--- src/rtl/posit_enc_sched.sv ---
// posit_enc_sched: round-robin front end for a shared posit encoder.
// Four requesters compete for one encoder; one transaction is in flight
// at a time (IDLE -> ISSUE -> WAIT -> RESP).
// Optional feature macro: POSIT_SCHED_WDOG_EN adds a WAIT-state watchdog
// that returns rsp_err=1 / rsp_posit=0 if the encoder never answers.
module posit_enc_sched #(
  parameter logic [7:0] WDOG_MAX = 8'd255
) (
  input  logic         clk,
  input  logic         rst,
  input  logic [3:0]   req_valid,
  output logic [3:0]   req_ready,
  input  logic [3:0]   req_sign,
  input  logic [23:0]  req_k,
  input  logic [11:0]  req_exp,
  input  logic [127:0] req_mant,
  output logic         enc_start,
  output logic         enc_sign,
  output logic [5:0]   enc_k,
  output logic [2:0]   enc_exp,
  output logic [31:0]  enc_mant,
  input  logic [31:0]  enc_p,
  input  logic         enc_done,
  output logic         rsp_valid,
  input  logic         rsp_ready,
  output logic [1:0]   rsp_id,
  output logic [31:0]  rsp_posit,
  output logic         rsp_err,
  output logic         busy
);

  localparam int NUM_LANES = 4;

  // The watchdog timeout compares against WDOG_MAX-2, so it must be >= 2.
  if (WDOG_MAX < 8'd2) begin : g_wdog_chk
    $error("WDOG_MAX must be at least 2");
  end

  typedef enum logic [1:0] {IDLE, ISSUE, WAIT, RESP} state_t;

  typedef struct packed {
    logic       sign;
    logic [5:0] k;
    logic [2:0] exp;
    logic [31:0] mant;
  } lane_req_t;

  lane_req_t [NUM_LANES-1:0] lanes;

  for (genvar g = 0; g < NUM_LANES; g++) begin : g_lane
    assign lanes[g] = {req_sign[g], req_k[g*6 +: 6], req_exp[g*3 +: 3],
                       req_mant[g*32 +: 32]};
  end

  state_t    state_q, state_d;
  logic [1:0] rr_q, rr_d;
  logic [1:0] id_q, id_d;
  lane_req_t lane_q, lane_d;
  logic [31:0] posit_q, posit_d;

  logic       found;
  logic [1:0] win;

  // Round-robin search starting at rr, wrapping 3 -> 0.
  always_comb begin
    found = 1'b0;
    win   = rr_q;
    for (int j = 0; j < NUM_LANES; j++) begin
      if (!found && req_valid[rr_q + 2'(j)]) begin
        found = 1'b1;
        win   = rr_q + 2'(j);
      end
    end
  end

  assign req_ready = (state_q == IDLE && found) ? (4'b0001 << win) : 4'b0000;

`ifdef POSIT_SCHED_WDOG_EN
  logic [7:0] wdog_q, wdog_d;
  logic       err_q, err_d;
  logic       wdog_hit;

  // RESP lands WDOG_MAX cycles after the enc_start cycle.
  assign wdog_hit = (wdog_q >= WDOG_MAX - 8'd2);

  // Watchdog counter: cleared while issuing, counts WAIT cycles.
  always_comb begin
    wdog_d = wdog_q;
    if (state_q == ISSUE)     wdog_d = 8'd0;
    else if (state_q == WAIT) wdog_d = wdog_q + 8'd1;
  end

  // Watchdog and error registers.
  always_ff @(posedge clk or negedge rst) begin
    if (!rst) begin
      wdog_q <= 8'd0;
      err_q  <= 1'b0;
    end else begin
      wdog_q <= wdog_d;
      err_q  <= err_d;
    end
  end

  assign rsp_err = err_q;
`else
  assign rsp_err = 1'b0;
`endif

  // Next-state and datapath capture for the transaction FSM.
  always_comb begin
    state_d = state_q;
    rr_d    = rr_q;
    id_d    = id_q;
    lane_d  = lane_q;
    posit_d = posit_q;
`ifdef POSIT_SCHED_WDOG_EN
    err_d   = err_q;
`endif
    case (state_q)
      IDLE: begin
        if (found) begin
          state_d = ISSUE;
          rr_d    = win + 2'd1;
          id_d    = win;
          lane_d  = lanes[win];
        end
      end
      ISSUE: state_d = WAIT;
      WAIT: begin
        // A real answer wins over a simultaneous timeout.
        if (enc_done) begin
          state_d = RESP;
          posit_d = enc_p;
`ifdef POSIT_SCHED_WDOG_EN
          err_d   = 1'b0;
        end else if (wdog_hit) begin
          state_d = RESP;
          posit_d = 32'h0000_0000;
          err_d   = 1'b1;
`endif
        end
      end
      RESP: begin
        if (rsp_ready) state_d = IDLE;
      end
      default: state_d = IDLE;
    endcase
  end

  // State and captured-transaction registers.
  always_ff @(posedge clk or negedge rst) begin
    if (!rst) begin
      state_q <= IDLE;
      rr_q    <= 2'd0;
      id_q    <= 2'd0;
      lane_q  <= '0;
      posit_q <= 32'd0;
    end else begin
      state_q <= state_d;
      rr_q    <= rr_d;
      id_q    <= id_d;
      lane_q  <= lane_d;
      posit_q <= posit_d;
    end
  end

  assign enc_start = (state_q == ISSUE);
  assign enc_sign  = lane_q.sign;
  assign enc_k     = lane_q.k;
  assign enc_exp   = lane_q.exp;
  assign enc_mant  = lane_q.mant;
  assign rsp_valid = (state_q == RESP);
  assign rsp_id    = id_q;
  assign rsp_posit = posit_q;
  assign busy      = (state_q != IDLE);

endmodule

--- config.mk ---
export PLATFORM = sky130hd
export DESIGN_NAME = posit_enc_sched
export DESIGN_NICKNAME = d
export VERILOG_FILES = /design/src/rtl/posit_enc_sched.sv
export SDC_FILE = /design/constraint.sdc
export NUM_CORES = 1
export LEC_CHECK = 0
export CAP_MARGIN = 40
export CORE_MARGIN = 3
export CORE_UTILIZATION = 39
export DETAILED_ROUTE_END_ITERATION = 7
export HOLD_SLACK_MARGIN = 0.03
export PLACE_DENSITY = 0.89
export SYNTH_ARGS = -nofsm -noshare
export SYNTH_HDL_FRONTEND = slang
export SYNTH_SLANG_ARGS = --single-unit
export TNS_END_PERCENT = 10
--- constraint.sdc ---
create_clock -name clk -period 2.1 [get_ports clk]
set_input_delay 0.42 -clock clk [delete_from_list [all_inputs] [get_ports clk]]
set_output_delay 0.42 -clock clk [all_outputs]
set_load 0.01 [all_outputs]
==> results of run 1 <==
[metal layers]
| layer | vias up | part of all wire, % |
|---|---|---|
| li1 | 2250 | - |
| met1 | 2401 | 37 |
| met2 | 252 | 53 |
| met3 | 44 | 7.6 |
| met4 | 0 | 3.1 |
| met5 | - | 0 |
[layout make-up]
type / count / area, µm²
multi-input cells: 286 / 2639
flip-flops and latches: 80 / 2002
inverters: 47 / 176.4
clock buffers: 10 / 229.0
fillers: 915 / 3704
repair buffers: 333 / 3296
clock inverters: 5 / 106.4
well taps: 168 / 210.2
[state kept, by name, summed over array words and instances (netlist names)]
| signal | cells |
|---|---|
| enc_sign | 1 |
| enc_k | 6 |
| enc_mant | 32 |
| rsp_posit | 32 |
| rr_q | 2 |
| state_q | 2 |
| enc_exp | 3 |
| rsp_id | 2 |
[cells in the mapped netlist]
cell type / count
buf_2: 5
a222oi_1: 1
o31ai_2: 1
buf_8: 1
dfrtp_1: 80
o21ai_2: 1
nand2b_1: 1
o21ai_0: 3
nor2_1: 46
a21o_1: 1
buf_1: 4
nand2_1: 5
a21oi_1: 1
inv_1: 47
a31oi_1: 42
and3_4: 1
buf_6: 11
xnor2_1: 1
o311ai_4: 1
nor4_1: 1
and2b_4: 1
a211oi_2: 75
mux2i_1: 42
clkbuf_1: 11
o21ai_1: 3
buf_4: 5
or2_1: 1
nand3_2: 1
a21oi_2: 1
nor3_1: 1
o21bai_4: 1
mux2_2: 32
conb_1: 1
nor2b_1: 3
ha_1: 5
a211oi_1: 9
and2_1: 1
and3_1: 2
buf_12: 4
a211o_1: 1
[metrics by stage]
stage	total power [W]	utilization [%]	hold WS (ps)	instance area (µm²)	TNS, ps
final	0.01142	70.04	46.08	8658	-68.37
after global routing	0.01203	70.04	87.68	8658	-556.7
after CTS	0.01132	69.29	69.42	8566	-223.2
after detailed placement	0.009419	66.09	429.5	8170	-28590
after global placement	0.009137	66.09	422.1	8170	-24210
after floorplan	0.006500	-	124.4	5061	0
[how the worst max path moves through the flow]
| stage | start | endpoint | slack [ps] | cells past startpoint |
|---|---|---|---|---|
| after CTS | rr_q[1] | req_ready[0] | -70 | 6 |
| after global routing | rr_q[0] | req_ready[3] | -90 | 5 |
| after detailed placement | req_valid[2] | req_ready[2] | -680 | 6 |
| final | rr_q[0] | req_ready[3] | -50 | 5 |
| after global placement | req_valid[0] | req_ready[0] | -610 | 6 |
| after floorplan | req_valid[2] | req_ready[1] | 130 | 6 |
[worst reg2reg max path, cell delays in order, from the launching register on]
cell and delay [ps]:
dfrtp_1 420, buf_6 140, a211o_4 350, and3_4 220, buf_4 210, buf_12 210, a211oi_1 330, a211oi_1 90
[what timing repair did]
action                     CTS  global route
setup endpoints to repair   47            34
pin swaps                    7            11
resized for setup           32            19
setup buffers                5             3
[power by group]
group | internal (W) | total [W] | switching [W] | leakage (nW)
clock | 0.00116 | 0.00179 | 0.000628 | 0.159
combinational | 0.00359 | 0.00683 | 0.00324 | 2.47
sequential | 0.00235 | 0.00280 | 0.000454 | 0.915
[logic make-up after synthesis]
kind of cell / after synthesis / synth area share, %
mux: 74 / 15.43
other cells: 1 / 0.07409
fa+ha+maj: 5 / 1.236
xor+xnor: 1 / 0.1731
simple gates: 64 / 5.612
buf+inv: 88 / 10.16
flops: 80 / 39.56
compound gates: 141 / 27.76
==> key figures, run 1 <==
Synthesis
  • Synth unique cells: 40
  • Register bit count reported by yosys: 80
  • Synth area leaders: dfrtp_1 (40%), a211oi_2 (19%), mux2i_1 (8.3%)
  • Synth Net Count: 667
  • Synth Cell Area: 5061 µm²
  • Cells after synthesis: 454
  • Syn Area/Cell: 11.15 µm²
  • Yosys top cell area share: 39.56%
  • Cell accounting for the most synthesized area: dfrtp_1
  • Yosys warnings: 0
  • Seq/Total Area, Yosys: 39.56%

Floorplanning
  • Starting Density: 40.94%
  • Die area: 14380 µm²
  • Num rows: 40
  • I/O pins: 292
  • Die X: 119.9 µm
  • Core area: 12360 µm²
  • Die height: 119.9 µm

Critical path
  • Critical path class: flop to primary output
  • Worst Path Required: 1680 ps
  • Reg2reg start: rr_q[0]
  • Crit start category: flop
  • Largest delay share family, worst path: flip-flops
  • Worst r2r dst: enc_mant[1]
  • CP Max Fanout: 4
  • R2R Setup Slk: 20 ps
  • Crit end category: primary output
  • Worst-path cell with the longest stage delay: dfrtp_1
  • Reg2reg path depth: 7
  • Worst path bufs/invs: 2
  • Crit-path cells: buf_6, a211o_4, and3_4, and3_4, buf_6
  • WP data arrival: 1730 ps
  • Crit-path max cell delay: 420 ps

Drt
  • Total Routed Length: 18.77 mm
  • DRT iter0 DRCs: 296
  • Drt wl/cell: 20.21 µm
  • Detail Route Antenna Nets: 0
  • Number of vias per cell: 5.325
  • Iteration count of the initial detailed-routing pass: 4
  • Drt drc: 0
  • Via count: 4947

Finish
  • Final nets: 970
  • Area growth from synthesis to layout: 71.08%
  • Post-route insts no fill: 929
  • Commonest non-fill, non-tap cell in the layout: clkdlybuf4s50_1
  • Most frequent cells in the layout: clkdlybuf4s50_1 (280), dfrtp_1 (80), a211oi_2 (76)
  • Share of layout cells above drive strength 1: 25.36%
  • ANT cells: 0

GRT
  • Antenna violations before repair: 0
  • Tot GR Track Use: 25.30%
  • First-pass GRT wire length: 28.79 mm
  • Global routing's busiest layer: met2
  • Met3 Use GR: 5.985%
  • Gr ovfl total: 0
  • Vias in the first global route: 5363
  • Largest net degree at the start of global routing: 44
  • M1 GR Usage: 27.72%
  • Met2 Track Usage GR: 46.93%

Timing
  • RSZ-0062 raised after global routing: yes
  • Final period utilization: 102.3%
  • Max-slew headroom: 65.11%
  • Peak Freq: 0.4653 GHz
  • Skew final: 4.398 ps
  • Min Tclk post-route: 2149 ps
  • Worst slew pin tran: 523.4 ps
  • Final Max Slew Viols: 0
  • Setup violators final: 2
  • Final Worst Setup Slack: -49.26 ps
  • Hold Vio Cnt, Final: 0

Clock tree
  • Clk slew on worst S/H paths: 60 ps
  • CTS tree: built
  • CTS Buffer Depth: 2
  • Clk Latency, worst-skew pair: 340 ps
  • Clk sinks: 80
  • CTS Hold Bufs: 0
  • Cts bufs inserted: 9
  • Number of H-tree levels: 3
  • CTS root buffer: clkbuf_16

Power
  • Maximum vdd drop: 807.4 µV
  • Leak: 3.545 nW
  • PwrDens: 1319 nW/µm²

Outcome
  • Outcome: finished, violations left
  • Violated checks: negative setup slack

Place
  • PortBufs: 290
  • Final HPWL DP: 14.08 mm
  • Placed cell count: 906
  • Setup WS pre-CTS: -679.9 ps
  • RePlAce Congestion: 0.8015

Worst hold path
  • Worst min path class: primary input to asynchronous set/reset pin

Run
  • Max cap viols: 0
No activity file was read; power rests on OpenSTA's default activity.
==> inputs of run 2 (changes only) <==
==> constraint.sdc (replaced) <==
create_clock -name clk -period 2.1 [get_ports clk]
set_input_delay 0.42 -clock clk [delete_from_list [all_inputs] [get_ports clk]]
set_output_delay 0.42 -clock clk [all_outputs]
set_load 0.1 [all_outputs]
==> run 2 against run 1 <==
Effect of this change: the run still ends with negative setup slack left; clock skew grew 3.6 ps; design area down 1.7%; first-iteration DRC count down 8.4%; critical path type unchanged.
==> key figures, run 2 (same netlist as run 1, synthesis figures left out) <==
Outcome
  • Outcome: finished, violations left
  • Violated checks: negative setup slack

Drt
  • Via count: 4911
  • Drt drc: 0
  • DRT iter0 DRCs: 271
  • Iteration count of the initial detailed-routing pass: 4
  • Detail Route Antenna Nets: 0
  • Total Routed Length: 18.13 mm
  • Number of vias per cell: 5.298
  • Drt wl/cell: 19.56 µm

GRT
  • Largest net degree at the start of global routing: 49
  • First-pass GRT wire length: 27.91 mm
  • Tot GR Track Use: 24.50%
  • Gr ovfl total: 0
  • Antenna violations before repair: 1
  • Vias in the first global route: 5321

Critical path
  • Worst-path cell with the longest stage delay: dfrtp_1
  • Critical path class: flop to primary output
  • Crit start category: flop
  • Largest delay share family, worst path: buffers and inverters
  • Crit-path max cell delay: 380 ps
  • WP data arrival: 1800 ps
  • Worst path bufs/invs: 4
  • Most frequent CP cell: buf_6
  • Crit-path cells: buf_4, buf_6, o21ai_2, o31ai_4, buf_6, nor3_4, buf_12
  • CP Max Fanout: 4
  • Crit end category: primary output
  • Worst Path Required: 1680 ps

Clock tree
  • Clk slew on worst S/H paths: 70 ps
  • Clk Latency, worst-skew pair: 330 ps
  • CTS Buffer Depth: 2
  • CTS tree: built
  • Cts bufs inserted: 9
  • CTS root buffer: clkbuf_16
  • Clk sinks: 80
  • Number of H-tree levels: 3

Finish
  • Most frequent cells in the layout: clkdlybuf4s50_1 (202), buf_4 (105), dfrtp_1 (80)
  • Commonest non-fill, non-tap cell in the layout: clkdlybuf4s50_1
  • Area growth from synthesis to layout: 68.16%
  • Post-route insts no fill: 927
  • Share of layout cells above drive strength 1: 35.75%
  • Final nets: 966
  • Fillers: 889

Timing
  • Final period utilization: 105.6%
  • Skew final: 8.032 ps
  • Peak Freq: 0.4511 GHz
  • Final Max Slew Viols: 0
  • Min Tclk post-route: 2217 ps
  • Final Worst Setup Slack: -116.9 ps
  • Setup violators final: 4
  • Hold Vio Cnt, Final: 0
  • RSZ-0062 raised after global routing: yes

Worst hold path
  • Worst min path class: primary input to asynchronous set/reset pin

Place
  • Placed cell count: 895
  • RePlAce Congestion: 0.8251
  • Final HPWL DP: 13.59 mm
  • PortBufs: 290

Floorplanning
  • Die height: 119.9 µm
  • Die X: 119.9 µm
  • Starting Density: 40.94%
  • Die area: 14380 µm²
  • Core area: 12360 µm²
  • I/O pins: 292
  • Num rows: 40

Run
  • Max cap viols: 0
run 2: worst paths after layout:
| check | start | cells past startpoint | slack (ps) | to |
|---|---|---|---|---|
| worst min register to register | rsp_id[1] | 1 | 500 | rsp_id[1] |
| worst max-delay path | rr_q[1] | 7 | -120 | req_ready[1] |
| worst max register to register | rr_q[1] | 10 | 50 | enc_sign |
| worst min-delay path | rst | 1 | 40 | enc_k[2] |
| max in group asynchronous | rst | 2 | 1440 | enc_mant[8] |
| min in group clk | rsp_id[1] | 1 | 500 | rsp_id[1] |
run 2: layer usage:
layer	global-route usage (%)	share of wire, %
met5	0	0
met4	8.805	2.2
met3	5.608	7.4
met2	45.35	54
met1	27.31	36
run 2: repair_timing:
item / CTS / global route
hold buffers: 0 / 0
setup endpoints to repair: 46 / 5
gates cloned: 0 / 0
pin swaps: 12 / 4
setup buffers: 14 / 1
resized for setup: 18 / 2
run 2: final cells by class:
type / instances / area, µm² / share of cell area (%)
timing repair buffer: 329 / 3169 / 37.24
multi-input combinational: 286 / 2650 / 31.14
sequential: 80 / 2002 / 23.52
clock buffer: 10 / 229.0 / 2.690
tap: 168 / 210.2 / 2.470
inverter: 47 / 180.2 / 2.117
clock inverter: 6 / 67.56 / 0.7939
antenna: 1 / 2.502 / 0.02940
run 2: stage by stage:
step                      worst slack, ps  util (%)  TNS (ps)  hold WS [ps]  cell area (µm²)
final                              -116.9     68.85    -328.2         36.86             8511
after global routing               -185.1     68.85    -838.2         68.16             8511
after CTS                          -145.3     68.78    -362.0         47.29             8502
after detailed placement           -453.8     65.13    -18290         405.1             8051
after global placement             -375.6     65.13    -15540         397.4             8051
after floorplan                    -481.9         -     -2390         124.4             5117
Power of run 2 is left out: the tool's default activity adds up to more than one toggle a clock period on the data nets, which glitch-free logic cannot reach.
